$ cat src/rtl/quad_decoder.sv
// Quadrature decoder: synchronises and glitch-filters two encoder channels,
// decodes every legal Gray-code edge (x4) into a registered step/dir pair,
// keeps an 8-bit wrap-around position and flags illegal double transitions.
module quad_decoder #(
    parameter int FILTER_CYCLES = 3
) (
    input  logic       clk,
    input  logic       rst,
    input  logic       in_a,
    input  logic       in_b,
    input  logic       clear,
    output logic       step,
    output logic       dir,
    output logic [7:0] position,
    output logic       err
);
    // Filter counter value on which the pending level is accepted.
    localparam logic [3:0] FILT_LAST = 4'(FILTER_CYCLES - 1);

    typedef enum logic [1:0] {
        EV_NONE,
        EV_UP,
        EV_DOWN,
        EV_ILLEGAL
    } edge_ev_t;

    // Channel vectors are packed as {A, B}: bit 1 = A, bit 0 = B.
    logic [1:0] sync_q1;
    logic [1:0] sync_q2;
    logic [1:0] filt;
    logic [1:0] prev;
    logic [3:0] filt_cnt [2];
    logic [1:0] prime_cnt;
    logic       primed;
    logic       prime_load;
    logic [1:0] prev_idx;
    logic [1:0] cur_idx;
    logic [1:0] idx_delta;
    edge_ev_t   ev;

    assign primed     = (prime_cnt == 2'd3);
    assign prime_load = (prime_cnt == 2'd2);

    // Position of a Gray state along the forward cycle 00->10->11->01.
    function automatic logic [1:0] phase_idx(input logic [1:0] ab);
        return {ab[0], ab[1] ^ ab[0]};
    endfunction

    // Two-flop synchroniser per channel.
    always_ff @(posedge clk or posedge rst) begin
        // NOTE: sequential state uses non-blocking assignments so every flop
        // samples the pre-edge value of its neighbours, as real hardware does.
        if (rst) begin
            sync_q1 <= '0;
            sync_q2 <= '0;
        end else begin
            sync_q1 <= {in_a, in_b};
            sync_q2 <= sync_q1;
        end
    end

    // Priming counter: saturates at 3 once the synchronisers hold real data.
    always_ff @(posedge clk or posedge rst) begin
        if (rst) begin
            prime_cnt <= '0;
        end else if (!primed) begin
            prime_cnt <= prime_cnt + 2'd1;
        end
    end

    // Per-channel glitch filter; loads straight from the synchroniser when priming ends.
    always_ff @(posedge clk or posedge rst) begin
        if (rst) begin
            // NOTE: the filter counters form a two-entry array, but they are
            // control state that must start at zero, so they are reset like
            // ordinary flops rather than left uninitialised like a RAM.
            filt        <= '0;
            filt_cnt[0] <= '0;
            filt_cnt[1] <= '0;
        end else if (prime_load) begin
            filt        <= sync_q2;
            filt_cnt[0] <= '0;
            filt_cnt[1] <= '0;
        end else if (primed) begin
            for (int i = 0; i < 2; i++) begin
                if (sync_q2[i] == filt[i]) begin
                    filt_cnt[i] <= '0;
                end else if (filt_cnt[i] == FILT_LAST) begin
                    filt[i]     <= sync_q2[i];
                    filt_cnt[i] <= '0;
                end else begin
                    filt_cnt[i] <= filt_cnt[i] + 4'd1;
                end
            end
        end
    end

    // Previous filtered state, compared against the current one each cycle.
    always_ff @(posedge clk or posedge rst) begin
        if (rst) begin
            prev <= '0;
        end else if (prime_load) begin
            prev <= sync_q2;
        end else if (primed) begin
            prev <= filt;
        end
    end

    // Classify the filtered transition by its distance along the Gray cycle.
    always_comb begin
        // NOTE: ev gets a default before the case so no path leaves it
        // unassigned, which would otherwise infer a latch.
        ev        = EV_NONE;
        prev_idx  = phase_idx(prev);
        cur_idx   = phase_idx(filt);
        idx_delta = cur_idx - prev_idx;
        case (idx_delta)
            2'd1:    ev = EV_UP;
            2'd3:    ev = EV_DOWN;
            2'd2:    ev = EV_ILLEGAL;
            default: ev = EV_NONE;
        endcase
    end

    // Registered outputs; clear overrides position/err but not step/dir.
    always_ff @(posedge clk or posedge rst) begin
        if (rst) begin
            step     <= 1'b0;
            dir      <= 1'b1;
            position <= '0;
            err      <= 1'b0;
        end else begin
            step <= 1'b0;
            if (primed) begin
                case (ev)
                    EV_UP: begin
                        step     <= 1'b1;
                        dir      <= 1'b1;
                        position <= position + 8'd1;
                    end
                    EV_DOWN: begin
                        step     <= 1'b1;
                        dir      <= 1'b0;
                        position <= position - 8'd1;
                    end
                    EV_ILLEGAL: err <= 1'b1;
                    default:    ;
                endcase
            end
            if (clear) begin
                position <= '0;
                err      <= 1'b0;
            end
        end
    end

endmodule
$ cat config.mk
export PLATFORM = sky130hd
export DESIGN_NAME = quad_decoder
export DESIGN_NICKNAME = d
export VERILOG_FILES = /design/src/rtl/quad_decoder.sv
export SDC_FILE = /design/constraint.sdc
export NUM_CORES = 1
export LEC_CHECK = 0
export ABC_AREA = 1
export BUFFER_PORTS_ARGS = -buffer_cell sky130_fd_sc_hd__buf_2
export CAP_MARGIN = 10
export CORE_MARGIN = 3
export CORE_UTILIZATION = 61
export CTS_BUF_LIST = sky130_fd_sc_hd__clkbuf_4
export DETAILED_ROUTE_END_ITERATION = 7
export GPL_ROUTABILITY_DRIVEN = 0
export PLACE_DENSITY_LB_ADDON = 0.15
export SETUP_SLACK_MARGIN = 0.3
export SYNTH_ARGS = -nofsm -noshare
export SYNTH_HDL_FRONTEND = slang
export SYNTH_SLANG_ARGS = --single-unit
$ cat constraint.sdc
create_clock -name clk -period 5.9 [get_ports clk]
set_input_delay 0.59 -clock clk [delete_from_list [all_inputs] [get_ports clk]]
set_output_delay 0.59 -clock clk [all_outputs]
set_load 0.01 [all_outputs]
==> metrics.yaml <==
portBuffers: 15
r2r_slack_ps: 3550
crit_end: "position[6]"
cpMostUsedCell: "nand2_1"
rows: 18
synthFlopType: "dfrtp_1"
firstDrtPassIters: 4
worstPathArrival_ps: 2570
finalSetupTns_ps: 0
synthXorXnorAreaFrac: 0.04020
ys_types: 32
yosysWarnings: 0
crit_path_start: "filt[0]"
drive_above_1_share: 0.1982
dieArea_um2: 3535
startpoint_type: "flip-flop"
tritoncts: "built"
r2r-end: "position[6]"
start_util: 0.6729
cts_setup_buffers: 0
hold_violations: 0
h-tree-depth: 2
nNetsFinal: 242
dp_hpwl_mm: 2.534
slew_headroom: 0.2837
timing_worst_setup_path_type: "reg2reg"
critPathRequiredTime_ps: 6120
synth-simple-area-share: 0.2994
grt_max_degree: 30
synth_top_cells_by_area: "dfrtp_1 (40%), nand2_1 (8.8%), ha_1 (7.9%)"
hp-class: "reg2reg"
placeableCoreArea_um2: 2590
crit_fanout: 5
routed_wl_mm: 3.352
synthTopCellsByCount: "nand2_1 (41), inv_1 (29), dfrtp_1 (28)"
drc: 0
synth_mux_area_frac: 0.006461
yosysSeqAreaShare: 0.4171
synth_top_area_frac: 0.4020
syn_avg_cell_area_um2: 8.502
first_iter_violations: 58
cts_sinks: 29
synth_edf_count: 0
fmax_mhz: 426.2
post_drt_wl_per_cell_um: 13.04
grt_remaining_overflow: 0
cap_viol_max_count: 0
clock_latency_ps: 330
synth_compound_area_frac: 0.08758
cts_buffers: 5
fin_worst_skew_ps: 10.99
synth_area_um2: 1743
ioPinCount: 16
synth_top_family_by_area: "simple AND/OR/NAND/NOR gates"
ys_ff_latch: 29
antenna_found_initial: 0
syn_inst: 205
postCtsHoldBufs: 0
clk_pin_slew_ps: 100
synth_fa_ha_area_frac: 0.07897
period_needed_ps: 2346
cts_resized: 0
cp_cell_sequence: "xnor2_1 > ha_1 > inv_1 > nand4_1 > nand2_1 > inv_1 > ha_1 > inv_1 > nand2_1 > nand2_1 > nand2_2 > nand3_2 > nand3b_1 > nand3_1 > nand2_1"
synthArstFlopShare: 1.000
vias_per_cell: 5.397
setup_violations: 0
worst_pin_slew_ps: 1073
grt_pass1_vias: 1402
reg2reg_from: "filt[0]"
period_share: 0.3976
cts-root-buf: "clkbuf_4"
die_x_um: 59.46
fin_util: 0.7343
grt.total_usage: 0.2281
end_kind: "flip-flop"
synth_top_area_cell: "dfrtp_1"
grt_first_pass_wirelength_mm: 6.085
rsz0062_at_grt: "false"
synth_nets: 221
areaGrowthSynthToFinish_pct: 9.117
drv_slew: 0
die_h_um: 59.46
clockBufferDepth: 2
critPathSlowestCell: "dfrtp_1"
outcome: "complete, no violations"
diodes: 0
r2r_cells: 15
max_stage_delay_ps: 460
drtAntennaViolNets: 0
via_count: 1387
yosysMostFrequentCell: "nand2_1"
[logic make-up after synthesis]
kind of cell / Yosys count
and+or+nand+nor: 99
buffers and inverters: 32
DFF: 29
AOI/OAI and AO/OA: 25
adders and majority gates: 11
xor gates and xnor gates: 8
muxes: 1
[worst min path at each step]
stage / slack [ps] / to / start / cells past startpoint
finish: 360 / sync_q2[1] / sync_q1[1] / 0
global route: 350 / sync_q1[0] / in_b / 1
CTS: 360 / sync_q2[1] / sync_q1[1] / 0
detailed placement: 340 / sync_q2[1] / sync_q1[1] / 0
global placement: 330 / sync_q2[1] / sync_q1[1] / 0
floorplan: 330 / sync_q2[0] / sync_q1[0] / 0
[flip-flops by register name (all words and copies together) (netlist names)]
register / count
filt: 2
step: 1
sync_q1: 2
dir: 1
filt_cnt: 8
prime_cnt: 2
sync_q2: 2
err: 1
prev: 2
position: 8
[critical path: cells and delay by family, from the launching register on]
kind | cells | cell delay [ps]
flip-flops | 1 | 460
AND/OR/NAND/NOR | 9 | 880
XOR/XNOR | 1 | 160
adder cells (fa/ha/maj) | 2 | 490
buffers and inverters | 3 | 250
[placed cells by master, fill, tap and decap left out, types with 2 or more instances in the layout]
| master | synthesis | final |
|---|---|---|
| xnor2_1 | 2 | 2 |
| nand2_1 | 41 | 41 |
| clkbuf_4 | 0 | 5 |
| xor2_1 | 6 | 6 |
| a21oi_1 | 6 | 6 |
| nand3_4 | 2 | 2 |
| nand2_2 | 8 | 8 |
| clkinv_1 | 0 | 2 |
| buf_2 | 0 | 15 |
| nand3_2 | 2 | 2 |
| inv_1 | 29 | 29 |
| nand4_1 | 5 | 5 |
| ha_1 | 11 | 11 |
| nand2_4 | 3 | 3 |
| a31oi_1 | 3 | 3 |
| nand3_1 | 11 | 11 |
| nor3b_1 | 2 | 2 |
| dfrtp_1 | 28 | 28 |
| nor2_1 | 21 | 21 |
| o21ai_0 | 10 | 10 |
[stage by stage]
step	cells	hold WS, ps	setup slack (ps)	cell area, µm²
final	257	357.1	3554	1902
after global routing	257	345.8	3302	1902
after CTS	257	357.1	3547	1902
after detailed placement	249	337.2	3574	1852
after global placement	249	334.4	3642	1852
after floorplan	205	331.2	3797	1743
[layout make-up]
type | instances | area (µm²)
clock buffers | 5 | 37.54
clock inverters | 3 | 12.51
fillers | 203 | 688.2
inverters | 31 | 118.9
multi-input cells | 144 | 893.4
flip-flops and latches | 29 | 726.9
well taps | 30 | 37.54
repair buffers | 15 | 75.07
[per-layer routing]
| metal | vias to the layer above | track usage | share of wire |
|---|---|---|---|
| met2 | 27 | 0.3682 | 0.47 |
| met1 | 650 | 0.3066 | 0.48 |
| met3 | 7 | 0.04575 | 0.041 |
| li1 | 703 | - | - |
| met4 | 0 | 0.07120 | 0.012 |
| met5 | - | 0 | 0 |
Power is not shown: default switching activity piles up to over one toggle a cycle in this logic, so the estimate is an artifact.
